==> src/rtl/shift_issue_if.sv <==
// Handshake/bus bundle between the shift issue stage, its producer and the shifter.
// The slave modport is the issue stage's view; master is the environment's view.
interface shift_issue_if #(
    parameter int XLEN     = 64,
    parameter int LOG_XLEN = $clog2(XLEN)
);
    logic                InValid;
    logic                InReady;
    logic [2:0]          Funct3;
    logic [6:0]          Funct7;
    logic                OpImm;
    logic                W64In;
    logic [XLEN-1:0]     SrcA;
    logic [XLEN-1:0]     SrcB;
    logic                Flush;

    logic                OutValid;
    logic                OutReady;
    logic [XLEN-1:0]     A;
    logic [LOG_XLEN-1:0] Amt;
    logic                Right;
    logic                Rotate;
    logic                W64;
    logic                SubArith;
    logic                Illegal;

    modport slave (
        input  InValid, Funct3, Funct7, OpImm, W64In, SrcA, SrcB, Flush, OutReady,
        output InReady, OutValid, A, Amt, Right, Rotate, W64, SubArith, Illegal
    );

    modport master (
        output InValid, Funct3, Funct7, OpImm, W64In, SrcA, SrcB, Flush, OutReady,
        input  InReady, OutValid, A, Amt, Right, Rotate, W64, SubArith, Illegal
    );
endinterface

==> src/rtl/shift_issue.sv <==
// Registered issue stage for the integer shifter: decodes shift/rotate fields into
// shifter controls and buffers entries in a 2-deep skid buffer. Rotates need SHIFT_ROTATE_EN.
module shift_issue #(
    parameter int XLEN     = 64,
    parameter int LOG_XLEN = $clog2(XLEN)
) (
    input  logic clk,
    input  logic reset,
    shift_issue_if.slave bus
);

`ifdef SHIFT_ROTATE_EN
    localparam logic ROT_EN = 1'b1;
`else
    localparam logic ROT_EN = 1'b0;
`endif

    localparam logic [6:0] F_BASE = 7'b0000000;
    localparam logic [6:0] F_ARITH = 7'b0100000;
    localparam logic [6:0] F_ROT = 7'b0110000;

    typedef struct packed {
        logic [XLEN-1:0]     a;
        logic [LOG_XLEN-1:0] amt;
        logic                right;
        logic                rotate;
        logic                w64;
        logic                subarith;
        logic                illegal;
    } entry_t;

    entry_t dec;
    entry_t out_q;
    entry_t skid_q;
    logic   ov_q;
    logic   sv_q;
    logic   accept;

    logic [6:0] f;
    logic       legal;
    logic       right;
    logic       rotate;
    logic       subarith;

    // NOTE: every signal gets a default at the top of always_comb so no path leaves it unassigned (no latch).
    always_comb begin
        f        = bus.Funct7;
        legal    = 1'b0;
        right    = 1'b0;
        rotate   = 1'b0;
        subarith = 1'b0;

        // RV64 immediates carry shamt[5] in Funct7[0]; it is not part of the opcode.
        if (bus.OpImm && XLEN == 64)
            f[0] = 1'b0;

        case (bus.Funct3)
            3'b001: begin
                if (f == F_BASE) begin
                    legal = 1'b1;
                end else if (f == F_ROT && !bus.OpImm && ROT_EN) begin
                    legal  = 1'b1;
                    rotate = 1'b1;
                end
            end
            3'b101: begin
                if (f == F_BASE) begin
                    legal = 1'b1;
                    right = 1'b1;
                end else if (f == F_ARITH) begin
                    legal    = 1'b1;
                    right    = 1'b1;
                    subarith = 1'b1;
                end else if (f == F_ROT && ROT_EN) begin
                    legal  = 1'b1;
                    right  = 1'b1;
                    rotate = 1'b1;
                end
            end
            default: ;
        endcase

        if (bus.W64In && XLEN == 32)
            legal = 1'b0;
        if (bus.W64In && bus.OpImm && bus.Funct7[0])
            legal = 1'b0;
        if (XLEN == 32 && bus.OpImm && bus.Funct7[0])
            legal = 1'b0;

        dec.a        = bus.SrcA;
        dec.amt      = bus.SrcB[LOG_XLEN-1:0];
        dec.right    = legal & right;
        dec.rotate   = legal & rotate;
        dec.w64      = legal & bus.W64In;
        dec.subarith = legal & subarith;
        dec.illegal  = ~legal;
    end

    // Flush blocks acceptance even when the skid is empty.
    assign accept = bus.InValid && !sv_q && !bus.Flush;

    // NOTE: sequential state uses non-blocking assignments so every register samples pre-edge values.
    // NOTE: data registers are reset too, since A/Amt/controls have defined reset values on the outputs.
    always_ff @(posedge clk or posedge reset) begin
        if (reset) begin
            ov_q   <= 1'b0;
            sv_q   <= 1'b0;
            out_q  <= '0;
            skid_q <= '0;
        end else if (bus.Flush) begin
            ov_q <= 1'b0;
            sv_q <= 1'b0;
        end else if (!ov_q || bus.OutReady) begin
            if (sv_q) begin
                out_q <= skid_q;
                ov_q  <= 1'b1;
                sv_q  <= 1'b0;
            end else if (accept) begin
                out_q <= dec;
                ov_q  <= 1'b1;
            end else begin
                ov_q <= 1'b0;
            end
        end else if (accept) begin
            // Output is stalled; the newcomer waits behind it in the skid slot.
            skid_q <= dec;
            sv_q   <= 1'b1;
        end
    end

    assign bus.InReady  = ~sv_q;
    assign bus.OutValid = ov_q;
    assign bus.A        = out_q.a;
    assign bus.Amt      = out_q.amt;
    assign bus.Right    = out_q.right;
    assign bus.Rotate   = out_q.rotate;
    assign bus.W64      = out_q.w64;
    assign bus.SubArith = out_q.subarith;
    assign bus.Illegal  = out_q.illegal;

endmodule

==> src/flat_wrapper.sv <==
// flat-port wrapper written by rule: the top's interface ports become plain ports
module shift_issue_flat 
#(
    parameter int XLEN     = 64,
    parameter int LOG_XLEN = $clog2(XLEN)
)
  (clk, reset, bus_InValid, bus_Funct3, bus_Funct7, bus_OpImm, bus_W64In, bus_SrcA, bus_SrcB, bus_Flush, bus_OutReady, bus_InReady, bus_OutValid, bus_A, bus_Amt, bus_Right, bus_Rotate, bus_W64, bus_SubArith, bus_Illegal);
  shift_issue_if #(.XLEN(XLEN), .LOG_XLEN(LOG_XLEN)) bus_i ();
  input  logic clk;
  input  logic reset;
  input wire logic [$bits(bus_i.InValid)-1:0] bus_InValid;
  input wire logic [$bits(bus_i.Funct3)-1:0] bus_Funct3;
  input wire logic [$bits(bus_i.Funct7)-1:0] bus_Funct7;
  input wire logic [$bits(bus_i.OpImm)-1:0] bus_OpImm;
  input wire logic [$bits(bus_i.W64In)-1:0] bus_W64In;
  input wire logic [$bits(bus_i.SrcA)-1:0] bus_SrcA;
  input wire logic [$bits(bus_i.SrcB)-1:0] bus_SrcB;
  input wire logic [$bits(bus_i.Flush)-1:0] bus_Flush;
  input wire logic [$bits(bus_i.OutReady)-1:0] bus_OutReady;
  output wire logic [$bits(bus_i.InReady)-1:0] bus_InReady;
  output wire logic [$bits(bus_i.OutValid)-1:0] bus_OutValid;
  output wire logic [$bits(bus_i.A)-1:0] bus_A;
  output wire logic [$bits(bus_i.Amt)-1:0] bus_Amt;
  output wire logic [$bits(bus_i.Right)-1:0] bus_Right;
  output wire logic [$bits(bus_i.Rotate)-1:0] bus_Rotate;
  output wire logic [$bits(bus_i.W64)-1:0] bus_W64;
  output wire logic [$bits(bus_i.SubArith)-1:0] bus_SubArith;
  output wire logic [$bits(bus_i.Illegal)-1:0] bus_Illegal;
  assign bus_i.InValid = bus_InValid;
  assign bus_i.Funct3 = bus_Funct3;
  assign bus_i.Funct7 = bus_Funct7;
  assign bus_i.OpImm = bus_OpImm;
  assign bus_i.W64In = bus_W64In;
  assign bus_i.SrcA = bus_SrcA;
  assign bus_i.SrcB = bus_SrcB;
  assign bus_i.Flush = bus_Flush;
  assign bus_i.OutReady = bus_OutReady;
  assign bus_InReady = bus_i.InReady;
  assign bus_OutValid = bus_i.OutValid;
  assign bus_A = bus_i.A;
  assign bus_Amt = bus_i.Amt;
  assign bus_Right = bus_i.Right;
  assign bus_Rotate = bus_i.Rotate;
  assign bus_W64 = bus_i.W64;
  assign bus_SubArith = bus_i.SubArith;
  assign bus_Illegal = bus_i.Illegal;
  shift_issue #(.XLEN(XLEN), .LOG_XLEN(LOG_XLEN)) u_core (.clk(clk), .reset(reset), .bus(bus_i));
endmodule
==> config.mk <==
export PLATFORM = sky130hd
export DESIGN_NAME = shift_issue_flat
export DESIGN_NICKNAME = d
export VERILOG_FILES = /design/src/rtl/shift_issue_if.sv /design/src/rtl/shift_issue.sv /design/src/flat_wrapper.sv
export SDC_FILE = /design/constraint.sdc
export NUM_CORES = 1
export LEC_CHECK = 0
export CORE_ASPECT_RATIO = 1.4
export CORE_MARGIN = 10
export CORE_UTILIZATION = 45
export CTS_BUF_LIST = sky130_fd_sc_hd__clkbuf_16
export DETAILED_ROUTE_END_ITERATION = 10
export GPL_TIMING_DRIVEN = 0
export PLACE_DENSITY_LB_ADDON = 0.05
export SYNTH_ARGS = -nofsm -noshare
export SYNTH_HDL_FRONTEND = slang
export SYNTH_SLANG_ARGS = --single-unit
==> constraint.sdc <==
create_clock -name clk -period 6.93 [get_ports clk]
set_clock_uncertainty 0.05 [all_clocks]
set_input_delay 1.0395 -clock clk [delete_from_list [all_inputs] [get_ports clk]]
set_output_delay 1.0395 -clock clk [all_outputs]
set_load 0.05 [all_outputs]
; ---- Yosys cells after proc, flatten, opt, wreduce, memory -nomap -nowiden
; Index checks and enable logic that the tools add are counted.
[classes]
eq_ne = 3
reduce_logical = 14
mux = 18
n_bitwise = 7
[op_table]
columns = op, count
row1 = 75-bit 2-to-1 mux, 2
row2 = 1-bit 2-to-1 mux, 15
row3 = "7-bit by 6-bit equality test with 1-bit output, second input constant", 1
row4 = 7-bit zero test, 1
row5 = 3-bit AND reduction, 2
row6 = 1-bit logical AND, 4
row7 = 1-bit inverter, 4
row8 = 2-bit nonzero test, 2
row9 = 1-bit AND, 3
row10 = "3-bit by 1-bit equality test with 1-bit output, second input constant", 1
row11 = "3-bit equality test, second input constant", 1
row12 = 1-bit zero test, 3
row13 = 3-bit nonzero test, 1
row14 = 1-bit case mux with 2 select lines, 1
row15 = 1-bit logical OR, 1
[word_totals]
elab_cells = 57
in_bits = 145
output_inout_bits = 77
register_bits = 151

; ---- Longest topological paths before layout
[logic_depth]
word_depth = 9
mapped_depth = 7
mapped_depth_nobuf = 4

; ---- Worst setup path after synthesis
; No wires, ideal clock.
[synth_path]
kind = reg-to-output
from = register u_core.sv_q
to = output bus_InReady
stages_incl_launch_ff = 4
arrival_ps = 983
setup_slack_ps = 4858
path_cell_list = dfrtp_1 -> buf_2 -> buf_2 -> inv_1
[synth_via]
elab_chain_len = 1
[synth_lines]
columns = item, line_no
row1 = "start, declared", shift_issue.sv:36  ; logic sv_q;
row2 = "start signal, assigned", shift_issue.sv:107  ; sv_q <= 1'b0;
row3 = "start signal, assigned", shift_issue.sv:112  ; sv_q <= 1'b0;
row4 = "start signal, assigned", shift_issue.sv:117  ; sv_q <= 1'b0;
row5 = 1-bit inverter, shift_issue.sv:131  ; assign bus.InReady = ~sv_q;
row6 = "end, declared", flat_wrapper.sv:20  ; output wire logic [$bits(bus_i.InReady)-1:0] bus_InReady;
; No other way between the ends.

; ---- Worst setup path in the final report
; Ends and elaborated chain as after synthesis.

==> results.sh <==
export IMPL_dr_pass1_iters=4
export IMPL_synth_cells=508
export IMPL_rr_worst_depth=6
export IMPL_fin_crit_sh_pct=46.3
export IMPL_drv_cap=0
export IMPL_diodes=0
export IMPL_die_y_um=161
export IMPL_yosys_area_share_simple_pct=6.39
export IMPL_numCtsBuffers=17
export IMPL_synth_cell_type_count=30
export IMPL_synth_top_family_by_area="multiplexers"
export IMPL_cp_common_cell="buf_2"
export IMPL_fin_crit_ns=3.21
export IMPL_synthTopCellsByCount="150 x dfrtp_1, 74 x nor2_1, 71 x a21oi_1, 71 x mux2i_1, 46 x mux2_2"
export IMPL_dr_wl_met2_um=7940
export IMPL_m1WireLength_um=6820
export IMPL_critPathCaptureType="output pin"
export IMPL_synth_top_flop_cell="dfrtp_1"
export IMPL_top_layer_used="met4"
export IMPL_leakagePower_nw=3.77
export IMPL_power_density_nw_per_um2=324
export IMPL_clock_latency_ns=0.41
export IMPL_cp_data_arrival_time_ns=2.12
export IMPL_grt_max_degree=83
export IMPL_hold_worst_slack_ns=0.439
export IMPL_cts_setup_buffers=0
export IMPL_cts_hold_buf=0
export IMPL_fin_util_pct=64.3
export IMPL_root_buffer="clkbuf_16"
export IMPL_synth_area_top_cells="dfrtp_1 59%, mux2i_1 11%, mux2_2 8.1%, a21oi_1 5.6%, mux2_4 5.4%"
export IMPL_vias=4475
export IMPL_dp_slack_ns=4.07
export IMPL_hold_start="u_core.skid_q[0]"
export IMPL_synth_area_per_cell_sq_um=12.6
export IMPL_rows=51
export IMPL_reg2reg_to="u_core.bus.A[32]"
export IMPL_synth_fa_ha_area_share_pct=0
export IMPL_final_setup_viol_count=0
export IMPL_detail_route_iter0_violations=156
export IMPL_dpl_hpwl_um=11300
export IMPL_met3_length_um=1020
export IMPL_synthXorXnorAreaFrac_pct=0
export IMPL_grt_pass1_vias=4827
export IMPL_synthToLayoutAreaGrowth_pct=39.7
export IMPL_nets=835
export IMPL_hold_depth=1
export IMPL_synth_most_common_cell="dfrtp_1"
export IMPL_min_to="u_core.skid_q[0]"
export IMPL_cts_clk_slew_worst_paths_ns=0.06
export IMPL_hold_class="reg -> reg"
export IMPL_cts_sinks=150
export IMPL_async_flop_share_pct=100
export IMPL_synth_compound_area_share_pct=6.51
export IMPL_ir_worst_vdd_uv=163
export IMPL_synth_top_area_share_pct=58.6
export IMPL_drc=0
export IMPL_grt_pass1_wl_um=26000
export IMPL_required_ns=5.84
export IMPL_die_area_sq_um=19500
export IMPL_gp_congestion=0.738
export IMPL_critical_path_max_stage_delay_ns=0.85
export IMPL_antenna_found_initial=0
export IMPL_clock_path_buffers=2
export IMPL_clock_fmax_ghz=0.312
export IMPL_ys_seq_elements=150
export IMPL_portBuffers=162
export IMPL_cts_resized=0
export IMPL_core_area_sq_um=13900
export IMPL_initial_core_util_pct=46.0
export IMPL_drt_total_wl_um=15900
export IMPL_rsz0062_at_grt="no"
export IMPL_critPathLaunchType="register"
export IMPL_total_power_mw=2.90
export IMPL_cts_tree="yes"
export IMPL_synth_edff_count=0
export IMPL_worst_pin_slew_ns=0.631
export IMPL_grt_ovfl_total=0
export IMPL_layout_drive_gt1_share_pct=19.2
export IMPL_hold_viol=0
export IMPL_grtUsageTotal_pct=16.5
export IMPL_yosysWarningCount=0
export IMPL_post_drt_via_cell_ratio=5.05
export IMPL_setup_ws_ns=3.72
export IMPL_slew_headroom_pct=57.9
export IMPL_ant_nets=0
export IMPL_htreeDepth=4
export IMPL_report_final_slew_viol_count=0
export IMPL_crit_chain="buf_2, buf_2, inv_1, clkdlybuf4s50_1"
export IMPL_critical_path_slowest_cell="clkdlybuf4s50_1"
export IMPL_worstSetupPathType="reg -> out"
export IMPL_ys_seq_area_share_pct=58.6
export IMPL_synth_area_leader_cell="dfrtp_1"
export IMPL_r2r_setup_slack_ns=5.13
export IMPL_post_drt_wl_per_cell_um=17.9
export IMPL_syn_num_nets=653
export IMPL_r2r_start="u_core.bus.OutValid"
export IMPL_num_io_pins=222
export IMPL_syn_cell_area_sq_um=6400
export IMPL_dieWidth_um=121
export IMPL_synthMuxAreaShare_pct=24.9
export IMPL_status="completed"
export IMPL_fill_cells=1154
export IMPL_cp_max_fo=10
==> per-stage QoR <==
| stage | area, sq um | std cells | setup TNS [ns] |
|---|---|---|---|
| global route | 8950 | 887 | 0 |
| CTS | 8950 | 887 | 0 |
| global placement | 8260 | 855 | -19.27 |
| finish | 8950 | 887 | 0 |
| detailed placement | 8290 | 856 | 0 |
| floorplan | 6400 | 508 | 0 |
==> flip-flops by register name, summed over array words and instances, names as in the netlist <==
signal and cells:
u_core.sv_q 1, u_core.bus.Illegal 1, u_core.bus.A 64, u_core.bus.Amt 6, u_core.bus.OutValid 1, u_core.skid_q 74, u_core.bus.W64 1, u_core.bus.SubArith 1
u_core.bus.Right 1
==> where the power goes <==
part / switching, mW / total [mW] / internal (mW)
combinational: 0.416 / 0.728 / 0.311
clock: 0.358 / 1.03 / 0.672
sequential: 0.0928 / 1.14 / 1.05
==> metal layers <==
layer / up-vias / GRT usage (%)
li1: 2121 / -
met2: 115 / 27.0
met4: 0 / 4.29
met3: 14 / 5.48
met1: 2225 / 20.3
met5: - / 0
==> critical path: cells and delay by family (launching register included) <==
family / cells / cell delay, ns
buffers and inverters: 4 / 1.36
flip-flops: 1 / 0.35
==> worst max-delay path by stage <==
| stage | start | endpoint | cells past startpoint |
|---|---|---|---|
| 6_report | u_core.sv_q | bus_InReady | 4 |
| 3_5_place_dp | bus_OutReady | u_core.bus.A[56] | 6 |
| 3_3_place_gp | reset | u_core.skid_q[29] | 2 |
| 2_1_floorplan | reset | u_core.bus.A[0] | 1 |
| 4_1_cts | u_core.sv_q | bus_InReady | 4 |
| 5_1_grt | u_core.sv_q | bus_InReady | 4 |
==> logic make-up after synthesis <==
group	after synthesis
compound gates	80
buf+inv	39
flops	150
mux	142
other cells	1
simple gates	96
==> placed cells by master (no fill, tap or decap), drive strengths merged, types with 2 or more instances in the layout <==
cell,instances
nand2b,3
clkbuf,20
o21ai,4
nand3,5
nor3,2
clkinv,3
mux2i,71
nand4,2
a21oi,71
mux2,71
buf,32
dfrtp,150
clkdlybuf4s50,162
inv,8
nand2,5
bufinv,6
nor2,74
and2,2
clkinvlp,2
==> cell type report <==
class / instances / area, sq um / area share (%)
plain buffers: 34 / 204 / 2.28
clock buffers: 17 / 425 / 4.75
flip-flops and latches: 150 / 3750 / 42.0
inverters: 5 / 23.8 / 0.266
well taps: 185 / 231 / 2.59
clock inverters: 14 / 234 / 2.62
multi-input cells: 319 / 2430 / 27.1
repair buffers: 163 / 1650 / 18.4
Note: power is estimated with default switching activity, not from simulation.
